==> config.mk <==
export PLATFORM = sky130hd
export DESIGN_NAME = decode_stage_hs
export DESIGN_NICKNAME = d
export VERILOG_FILES = /design/src/rtl/decode_stage_hs_pkg.sv /design/src/rtl/decode_stage_hs_regfile_bypass.sv /design/src/rtl/decode_stage_hs.sv
export SDC_FILE = /design/constraint.sdc
export NUM_CORES = 1
export LEC_CHECK = 0
export CAP_MARGIN = 20
export CELL_PAD_IN_SITES_DETAIL_PLACEMENT = 1
export CELL_PAD_IN_SITES_GLOBAL_PLACEMENT = 2
export CORE_ASPECT_RATIO = 1.25
export CORE_UTILIZATION = 40
export DETAILED_ROUTE_END_ITERATION = 8
export GPL_ROUTABILITY_DRIVEN = 0
export PLACE_DENSITY = 0.73
export SLEW_MARGIN = 0
export SYNTH_ARGS = -nofsm -noshare
export SYNTH_HDL_FRONTEND = slang
export SYNTH_SLANG_ARGS = --single-unit
==> constraint.sdc <==
create_clock -name clk -period 2.9 [get_ports clk]
set_input_delay 0.58 -clock clk [delete_from_list [all_inputs] [get_ports clk]]
set_output_delay 0.58 -clock clk [all_outputs]
set_load 0.005 [all_outputs]
==> src/rtl/decode_stage_hs_pkg.sv <==
// decode_stage_hs_pkg: RV32I opcode/control encodings plus control decode and immediate extend helpers.
package decode_stage_hs_pkg;
  localparam logic [6:0] OP_LOAD = 7'b0000011, OP_STORE = 7'b0100011, OP_OP = 7'b0110011,
                         OP_IMM = 7'b0010011, OP_BRANCH = 7'b1100011, OP_JAL = 7'b1101111,
                         OP_JALR = 7'b1100111, OP_LUI = 7'b0110111, OP_AUIPC = 7'b0010111;
  localparam logic [1:0] RES_ALU = 2'd0, RES_MEM = 2'd1, RES_PC4 = 2'd2;
  localparam logic [1:0] MEM_B = 2'd0, MEM_H = 2'd1, MEM_W = 2'd2;
  localparam logic [2:0] IMM_I = 3'd0, IMM_S = 3'd1, IMM_B = 3'd2, IMM_J = 3'd3, IMM_U = 3'd4;
  localparam logic [3:0] ALU_ADD = 4'd0, ALU_SUB = 4'd1, ALU_AND = 4'd2, ALU_OR = 4'd3,
                         ALU_XOR = 4'd4, ALU_SLL = 4'd5, ALU_SRL = 4'd6, ALU_SRA = 4'd7,
                         ALU_SLT = 4'd8, ALU_SLTU = 4'd9, ALU_LUI = 4'd10;

  typedef struct packed {
    logic       reg_write;
    logic       mem_write;
    logic       jump;
    logic       branch;
    logic       alu_src;
    logic [1:0] result_src;
    logic [1:0] mem_size;
    logic [3:0] alu_ctrl;
  } ctrl_t;

  function automatic logic [3:0] alu_op(input logic [2:0] f3, input logic alt);
    case (f3)
      3'b000:  return alt ? ALU_SUB : ALU_ADD;
      3'b001:  return ALU_SLL;
      3'b010:  return ALU_SLT;
      3'b011:  return ALU_SLTU;
      3'b100:  return ALU_XOR;
      3'b101:  return alt ? ALU_SRA : ALU_SRL;
      3'b110:  return ALU_OR;
      default: return ALU_AND;
    endcase
  endfunction

  // Unknown opcodes fall out as all-zero controls; trapping is done further down the pipe.
  function automatic ctrl_t control_unit(input logic [31:0] i);
    ctrl_t c;
    c = '0;
    case (i[6:0])
      OP_LOAD:   begin c.reg_write = 1'b1; c.alu_src = 1'b1; c.result_src = RES_MEM; c.mem_size = i[13:12]; end
      OP_STORE:  begin c.mem_write = 1'b1; c.alu_src = 1'b1; c.mem_size = i[13:12]; end
      OP_OP:     begin c.reg_write = 1'b1; c.alu_ctrl = alu_op(i[14:12], i[30]); end
      OP_IMM:    begin c.reg_write = 1'b1; c.alu_src = 1'b1; c.alu_ctrl = alu_op(i[14:12], i[14:12] == 3'b101 && i[30]); end
      OP_BRANCH: begin c.branch = 1'b1; c.alu_ctrl = ALU_SUB; end
      OP_JAL:    begin c.reg_write = 1'b1; c.jump = 1'b1; c.result_src = RES_PC4; end
      OP_JALR:   begin c.reg_write = 1'b1; c.jump = 1'b1; c.alu_src = 1'b1; c.result_src = RES_PC4; end
      OP_LUI:    begin c.reg_write = 1'b1; c.alu_src = 1'b1; c.alu_ctrl = ALU_LUI; end
      OP_AUIPC:  begin c.reg_write = 1'b1; c.alu_src = 1'b1; end
      default:   c = '0;
    endcase
    return c;
  endfunction

  function automatic logic uses_rs2(input logic [6:0] op);
    return op == OP_OP || op == OP_STORE || op == OP_BRANCH;
  endfunction

  function automatic logic [2:0] imm_src(input logic [6:0] op);
    return op == OP_STORE ? IMM_S : op == OP_BRANCH ? IMM_B : op == OP_JAL ? IMM_J :
           (op == OP_LUI || op == OP_AUIPC) ? IMM_U : IMM_I;
  endfunction

  function automatic logic [31:0] imm_extend(input logic [31:0] i);
    case (imm_src(i[6:0]))
      IMM_S:   return {{20{i[31]}}, i[31:25], i[11:7]};
      IMM_B:   return {{19{i[31]}}, i[31], i[7], i[30:25], i[11:8], 1'b0};
      IMM_J:   return {{11{i[31]}}, i[31], i[19:12], i[20], i[30:21], 1'b0};
      IMM_U:   return {i[31:12], 12'b0};
      default: return {{20{i[31]}}, i[31:20]};
    endcase
  endfunction
endpackage

==> src/rtl/decode_stage_hs_regfile_bypass.sv <==
// regfile_bypass: 2**RA_W x XLEN register file, x0 hardwired to zero, optional same-cycle WB bypass.
module regfile_bypass #(
  parameter int RA_W      = 5,
  parameter int XLEN      = 32,
  parameter int BYPASS_EN = 1
) (
  input  logic            clk,
  input  logic            we,
  input  logic [RA_W-1:0] wa,
  input  logic [XLEN-1:0] wd,
  input  logic [RA_W-1:0] ra1,
  input  logic [RA_W-1:0] ra2,
  output logic [XLEN-1:0] rd1,
  output logic [XLEN-1:0] rd2
);
  logic [XLEN-1:0] mem [2**RA_W];
  logic wr;
  assign wr = we && wa != '0;
  always_ff @(posedge clk) begin
    if (wr) mem[wa] <= wd;
  end
  assign rd1 = ra1 == '0 ? '0 : (BYPASS_EN != 0 && wr && wa == ra1) ? wd : mem[ra1];
  assign rd2 = ra2 == '0 ? '0 : (BYPASS_EN != 0 && wr && wa == ra2) ? wd : mem[ra2];
endmodule

==> src/rtl/decode_stage_hs.sv <==
// decode_stage_hs: register read, control decode and immediate extend feeding a valid/ready ID/EX register
// with load-use bubble insertion and flush.
module decode_stage_hs
  import decode_stage_hs_pkg::*;
#(
  parameter int XLEN      = 32,
  parameter int RA_W      = 5,
  parameter int BYPASS_EN = 1,
  parameter int LU_DETECT = 1
) (
  input  logic            clk,
  input  logic            rst,
  input  logic            in_valid,
  output logic            in_ready,
  input  logic [31:0]     instrD,
  input  logic [XLEN-1:0] pcD,
  input  logic [XLEN-1:0] pc_plus4D,
  input  logic            RegWriteW,
  input  logic [RA_W-1:0] RdW,
  input  logic [XLEN-1:0] ResultW,
  input  logic            FlushE,
  output logic            out_valid,
  input  logic            out_ready,
  output logic            RegWriteE,
  output logic            MemWriteE,
  output logic            JumpE,
  output logic            BranchE,
  output logic            ALUSrcE,
  output logic [1:0]      ResultSrcE,
  output logic [1:0]      MemSizeE,
  output logic [3:0]      ALUCtrlE,
  output logic [XLEN-1:0] RD1E,
  output logic [XLEN-1:0] RD2E,
  output logic [XLEN-1:0] pcE,
  output logic [XLEN-1:0] ExtImmE,
  output logic [XLEN-1:0] pc_plus4E,
  output logic [RA_W-1:0] Rs1E,
  output logic [RA_W-1:0] Rs2E,
  output logic [RA_W-1:0] RdE,
  output logic            lu_stall
);
  typedef struct packed {
    logic            valid;
    ctrl_t           ctrl;
    logic [RA_W-1:0] rs1, rs2, rd;
    logic [XLEN-1:0] rd1, rd2, pc, imm, pc4;
  } ex_t;

  ex_t ex_q, ex_d, ex_n;
  logic [RA_W-1:0] rs1_d, rs2_d, rd_d;
  logic [XLEN-1:0] rd1_d, rd2_d;
  logic lu, advance;

  assign rs1_d = RA_W'(instrD[19:15]);
  assign rs2_d = RA_W'(instrD[24:20]);
  assign rd_d  = RA_W'(instrD[11:7]);

  regfile_bypass #(.RA_W(RA_W), .XLEN(XLEN), .BYPASS_EN(BYPASS_EN)) u_rf (
    .clk(clk), .we(RegWriteW), .wa(RdW), .wd(ResultW),
    .ra1(rs1_d), .ra2(rs2_d), .rd1(rd1_d), .rd2(rd2_d)
  );

  // A load in E whose destination is read by D must be followed by one bubble.
  always_comb begin
    lu = LU_DETECT != 0 && in_valid && ex_q.valid && ex_q.ctrl.result_src == RES_MEM && ex_q.rd != '0 &&
         (ex_q.rd == rs1_d || (ex_q.rd == rs2_d && uses_rs2(instrD[6:0])));
    advance = !ex_q.valid || out_ready;
    ex_n = '{valid: 1'b1, ctrl: control_unit(instrD), rs1: rs1_d, rs2: rs2_d, rd: rd_d,
             rd1: rd1_d, rd2: rd2_d, pc: pcD, imm: XLEN'($signed(imm_extend(instrD))), pc4: pc_plus4D};
    ex_d = FlushE ? '0 : !advance ? ex_q : (in_valid && !lu) ? ex_n : '0;
  end

  always_ff @(posedge clk or negedge rst) begin
    if (!rst) ex_q <= '0;
    else      ex_q <= ex_d;
  end

  assign in_ready   = advance && !lu && !FlushE;
  assign lu_stall   = lu;
  assign out_valid  = ex_q.valid;
  assign RegWriteE  = ex_q.ctrl.reg_write;
  assign MemWriteE  = ex_q.ctrl.mem_write;
  assign JumpE      = ex_q.ctrl.jump;
  assign BranchE    = ex_q.ctrl.branch;
  assign ALUSrcE    = ex_q.ctrl.alu_src;
  assign ResultSrcE = ex_q.ctrl.result_src;
  assign MemSizeE   = ex_q.ctrl.mem_size;
  assign ALUCtrlE   = ex_q.ctrl.alu_ctrl;
  assign RD1E       = ex_q.rd1;
  assign RD2E       = ex_q.rd2;
  assign pcE        = ex_q.pc;
  assign ExtImmE    = ex_q.imm;
  assign pc_plus4E  = ex_q.pc4;
  assign Rs1E       = ex_q.rs1;
  assign Rs2E       = ex_q.rs2;
  assign RdE        = ex_q.rd;
endmodule

Word-level counts from Yosys, hierarchy flattened
Memories as Yosys holds them, arrays and structs flattened.
Cells that the tools add are included.
{"block": "classes", "muxes": 28, "eq_ne": 24, "reduce_logical": 30}
{"cell": "2-to-1 mux 189 bit", "n": 3}
{"cell": "2-to-1 mux 32 bit", "n": 4}
{"cell": "case mux 31 bit (4 select lines)", "n": 1}
{"cell": "case mux 4 bit (7 select lines)", "n": 2}
{"cell": "== test 7 x 6 -> 1 bit, second input constant", "n": 3}
{"cell": "== test 7 bit, second input constant", "n": 3}
{"cell": "== test 5 bit", "n": 4}
{"cell": "case mux 4 bit (4 select lines)", "n": 1}
{"cell": "== test 7 x 5 -> 1 bit, second input constant", "n": 2}
{"cell": "== test 3 x 2 -> 1 bit, second input constant", "n": 4}
{"cell": "== test 3 bit, second input constant", "n": 4}
{"cell": "logical AND 1 bit", "n": 12}
{"cell": "2-to-1 mux 3 bit", "n": 4}
{"cell": "2-to-1 mux 1 bit", "n": 11}
{"cell": "logical NOT 5 bit", "n": 2}
{"cell": "nonzero test 5 bit", "n": 2}
{"cell": "== test 7 x 2 -> 1 bit, second input constant", "n": 1}
{"cell": "OR reduction 7 bit", "n": 1}
{"cell": "== test 3 x 1 -> 1 bit, second input constant", "n": 2}
{"cell": "OR reduction 6 bit", "n": 1}
{"cell": "logical OR 1 bit", "n": 5}
{"cell": "case mux 2 bit (2 select lines)", "n": 1}
{"cell": "OR reduction 2 bit", "n": 2}
{"cell": "logical NOT 1 bit", "n": 3}
{"cell": "4 further kinds", "n": 4}
{"block": "totals", "mem_count": 1, "output_inout_bits": 191, "register_bits": 189, "mem_bits_rw": 1024, "elab_cells": 100}
{"name": "u_rf.mem", "words": 32, "width": 32, "read_ports": 2, "rd_clocked_by_memory_dff": 0, "wr": 1, "line_no": "decode_stage_hs_regfile_bypass.sv:16", "text": "logic [XLEN-1:0] mem [2**RA_W];"}

Longest topological paths before layout
{"block": "depth", "ltp_word": 11, "depth_mapped": 11, "depth_no_buf": 7}

By module
From an unflattened synthesis, not the netlist that was laid out.
{"block": "hier_totals", "cells_unflattened": 3257, "area_unflattened_um2": 56023.7}
{"mod": "regfile_bypass", "instances": 1, "cells_each": 2678, "area_each_um2": 48276.3}
{"mod": "decode_stage_hs", "instances": 1, "cells_each": 579, "area_each_um2": 7747.4}

Worst setup path before layout
Ideal clock, no wire load.
{"block": "synth_path", "path_kind": "input to register", "from": "input port RdW[3]", "to": "memory u_rf.mem[12][0] (enable)", "n_path_buf": 2, "arrival_time_ps": 2854, "stages": 6, "path_slack_ps": -376, "cell_sequence": "buf_2 or3_1 o31ai_1 or3_1 clkbuf_1 nor2_1"}
{"block": "synth_between", "elab_chain_cells": 4}
{"element": "start, declared", "line_no": "decode_stage_hs.sv:19", "text": "input logic [RA_W-1:0] RdW,"}
{"element": "nonzero test 5 bit", "line_no": "decode_stage_hs_regfile_bypass.sv:18", "text": "assign wr = we && wa != '0;"}
{"element": "logical AND 1 bit", "line_no": "decode_stage_hs_regfile_bypass.sv:18"}
{"element": "2-to-1 mux 1 bit", "line_no": "decode_stage_hs_regfile_bypass.sv:20", "text": "if (wr) mem[wa] <= wd;"}
{"element": "2-to-1 mux 1 bit (not written as such)", "line_no": "decode_stage_hs_regfile_bypass.sv:20"}
{"element": "end, declared", "line_no": "decode_stage_hs_regfile_bypass.sv:16"}
Parallel ways exist; a longest one is shown, timed or not.

Final worst setup path
{"block": "layout_path", "from": "register ex_q, in the netlist RdE[1]", "to": "output port lu_stall"}
{"block": "layout_between", "elab_chain_cells": 4, "elab_cells_between_ends": 7}
{"element": "start, declared", "line_no": "decode_stage_hs.sv:49", "text": "ex_t ex_q, ex_d, ex_n;"}
{"element": "start signal, assigned", "line_no": "decode_stage_hs.sv:74", "text": "if (!rst) ex_q <= '0;"}
{"element": "start signal, assigned", "line_no": "decode_stage_hs.sv:75", "text": "else ex_q <= ex_d;"}
{"element": "== test 5 bit", "line_no": "decode_stage_hs.sv:66", "text": "(ex_q.rd == rs1_d || (ex_q.rd == rs2_d && uses_rs2(instrD[6:0])));"}
{"element": "logical AND 1 bit", "line_no": "decode_stage_hs.sv:66"}
{"element": "logical OR 1 bit", "line_no": "decode_stage_hs.sv:66"}
{"element": "logical AND 1 bit *", "line_no": "decode_stage_hs.sv:65", "text": "lu = LU_DETECT != 0 && in_valid && ex_q.valid && ex_q.ctrl.result_src == RES_MEM && ex_q.rd != '0 &&"}
{"element": "end, declared", "line_no": "decode_stage_hs.sv:40", "text": "output logic lu_stall"}
Mark *: on every way between the ends. The rest lies on a longest branch, timed or not.

==> flow_summary.json <==
{
  "status": "finished, final reports clean",
  "synth-compound-area-share_pct": 7.61,
  "synth_top_area_share_pct": 55.8,
  "grt_pass1_wl_mm": 285,
  "root_buffer": "clkbuf_16",
  "vias": 36200,
  "yosysSeqAreaShare_pct": 64.3,
  "fin_nets": 3840,
  "rsz0062_at_grt": "true",
  "wl_per_cell_um": 35.6,
  "synth_xor_area_share_pct": 0.318,
  "synthAdderAreaFrac_pct": 0,
  "core_area_sq_um": 136000,
  "fin_area_sq_um": 68800,
  "synth-simple-area-share_pct": 2.35,
  "cts_buffers": 119,
  "fillers": 12500,
  "path_clk_slew_ns": 0.07,
  "ys_top_cells_by_area": "edfxtp_1 56%, mux4_2 16%, dfrtp_1 8.5%",
  "yosysTopAreaCell": "edfxtp_1",
  "path_class": "flip-flop to output pin",
  "synthMuxAreaShare_pct": 23.0,
  "cap_violations": 0,
  "r2r_slack_ns": 0.09,
  "antenna_found_initial": 17,
  "crit_path_max_fanout": 4,
  "ios": 330,
  "ir_drop_mv": 0.497,
  "grt_start_max_net_pins": 74,
  "syn2layout_area_growth_pct": 24.8,
  "start_kind": "flip-flop",
  "worstMarginPinSlew_ns": 1.09,
  "placedInstanceArea_sq_um": 64600,
  "drv_slew": 0,
  "finalNonFillerCells": 5647,
  "synth_seq_cells": 1212,
  "avgSynthCellArea_sq_um": 18.0,
  "clk_latency_ns": 0.76,
  "die_y_um": 417,
  "multi_input_area_sq_um": 18900,
  "netlist_area_sq_um": 55100,
  "vias_per_cell": 6.42,
  "drive_gt1_share_pct": 31.5,
  "finalCritPeriodShare_pct": 98.4,
  "antenna_left": 0,
  "tritoncts": "built",
  "syn_inst": 3060,
  "max_freq_mhz": 350,
  "port-buffer-count": 329,
  "rows": 151,
  "layout_min_cycle_time_ns": 2.85,
  "initial_core_util_pct": 40.5,
  "finalHoldViolCount": 0,
  "clkSinkCount": 1212,
  "dp.cells": 5410,
  "register_area_sq_um": 35500,
  "hp-class": "primary input to asynchronous set/reset pin",
  "cp-end-kind": "output pin",
  "die_area_sq_um": 139000,
  "setup_viol": 0,
  "p_per_area_nw_per_um2": 576,
  "async_flop_share_pct": 15.5,
  "synth_top_family_by_area": "multiplexers",
  "power.total_mw": 39.6,
  "worst_ep_arrival_time_ns": 2.27,
  "gr-total-overflow": 0,
  "die_w_um": 334,
  "grtUsageTotal_pct": 28.7,
  "synthDistinctLibCells": 49,
  "p_leak_nw": 24.0,
  "first_global_vias": 38600,
  "clock_skew_ns": 0.0281,
  "post-dp-hpwl_mm": 133,
  "first_pass_iters": 5,
  "synth_edf_count": 1024,
  "drc": 0,
  "relSlewSlack_pct": 27.4,
  "htreeDepth": 3,
  "drt_iter0_markers": 3766,
  "drt-total-wl_mm": 201,
  "yosysWarnings": 0,
  "cts_buffer_depth": 3,
  "cp.required_ns": 2.32,
  "hold_ws_ns": 0.388,
  "synth_ff_type": "edfxtp_1"
}
[what timing repair did]
item | CTS | global route
setup buffers | 3 | 2
hold endpoints to repair | 63 | 0
endpoints found under the setup margin | 2 | 2
hold buffers | 1 | 0
gates resized for setup | 20 | 9
pin swaps | 6 | 6
[area by class of cell]
type / instances / area share [%]
multi-input cells: 1604 / 27.4
clock inverters: 72 / 1.03
diodes: 5 / 0.0182
flip-flops and latches: 1212 / 51.6
inverters: 7 / 0.0382
well taps: 1836 / 3.34
repair buffers: 757 / 11.9
clock buffers: 154 / 4.73
[Yosys cell counts (2+ instances only)]
library cell,number
o31ai_1,4
a211oi_1,34
mux2i_1,255
xor2_1,8
nor4b_1,8
nand3b_1,8
a22o_1,88
xnor2_1,12
nor2b_1,5
nor2_1,50
buf_1,16
a221o_1,82
a221oi_1,63
mux4_2,385
a22oi_1,4
and4_1,10
nand2_1,86
clkbuf_1,154
and3_1,47
edfxtp_1,1024
o221ai_1,93
o21ai_0,36
o22ai_1,34
dfrtp_1,188
buf_4,24
or3b_2,6
nand3_1,9
nor4_1,3
buf_6,20
nor3_1,5
nand4b_1,2
inv_1,7
nand2b_1,2
buf_2,54
or3_1,4
a32o_1,7
mux2_2,128
a21oi_1,84
[routing by layer]
metal / wire length [um] / global-route usage, % / vias to the layer above
li1: - / - / 14300
met1: 75600 / 35.8 / 19500
met2: 99700 / 48.7 / 1992
met3: 16700 / 5.30 / 441
met4: 8670 / 12.4 / 14
met5: 90 / 0 / -
[report_power, final]
group          switching [mW]  internal (mW)  total [mW]
registers               0.230           19.3        19.5
logic                    2.21           1.94        4.16
clock network            6.86           9.12        16.0
total                    9.30           30.3        39.6
[through the flow]
step / utilization [%] / TNS (ns) / worst slack, ns
floorplan: - / -98.77 / -0.376
global placement: 47.4 / -81.70 / -0.532
detailed placement: 47.4 / -86.51 / -0.541
CTS: 50.4 / -0.00573 / -0.00573
global route: 50.5 / -0.0284 / -0.0284
finish: 50.5 / 0 / 0.0451
[final timing paths]
path / start / to / depth (start not counted)
worst max-delay path: RdE[1]$_DFFE_PN0P_ / lu_stall / 7
worst min-delay path: rst / ExtImmE[1]$_DFFE_PN0P_ / 2
worst max register to register: RdE[1]$_DFFE_PN0P_ / RD2E[17]$_DFFE_PN0P_ / 11
worst min register to register: ALUCtrlE[0]$_DFFE_PN0P_ / ALUCtrlE[0]$_DFFE_PN0P_ / 2
max in group asynchronous: rst / RD1E[17]$_DFFE_PN0P_ / 3
min in group clk: instrD[19] / Rs1E[4]$_DFFE_PN0P_ / 3
[worst max-delay path: stages, from the launching register on]
cell	delay, ns
dfrtp_2	0.44
xnor2_2	0.15
nand3_2	0.12
nor4_4	0.37
o21ai_4	0.09
inv_2	0.10
buf_12	0.15
buf_12	0.10
[logic make-up after synthesis]
family,Yosys count
AOI/OAI and AO/OA,534
xor gates and xnor gates,20
buffers and inverters,275
DFF,1212
muxes,768
other,1
and+or+nand+nor,250
[state kept, by name, indices dropped and copies added (netlist names)]
signal / flops
ExtImmE: 32
u_rf.mem: 1024
RD2E: 32
MemSizeE: 2
Rs1E: 5
Rs2E: 5
ALUCtrlE: 4
ResultSrcE: 1
ALUSrcE: 1
BranchE: 1
JumpE: 1
out_valid: 1
RdE: 5
pcE: 32
pc_plus4E: 32
RegWriteE: 1
MemWriteE: 1
RD1E: 32
[cells in the final DEF (no fill, tap or decap), drive strengths merged, types with 37 or more instances in the layout]
master         Yosys  layout
a21oi             84      84
mux2             128     128
clkinv             0      55
clkdlybuf4s50      0     315
edfxtp          1024    1024
o21ai             37      37
dfrtp            188     188
mux4             385     385
clkbuf           154     154
a221o             82      82
a221oi            63      63
and3              47      47
nor2              51      51
o221ai            93      93
a22o              88      88
buf              114     440
nand2             86      86
mux2i            255     255
Note: power is estimated with default switching activity, not from simulation.
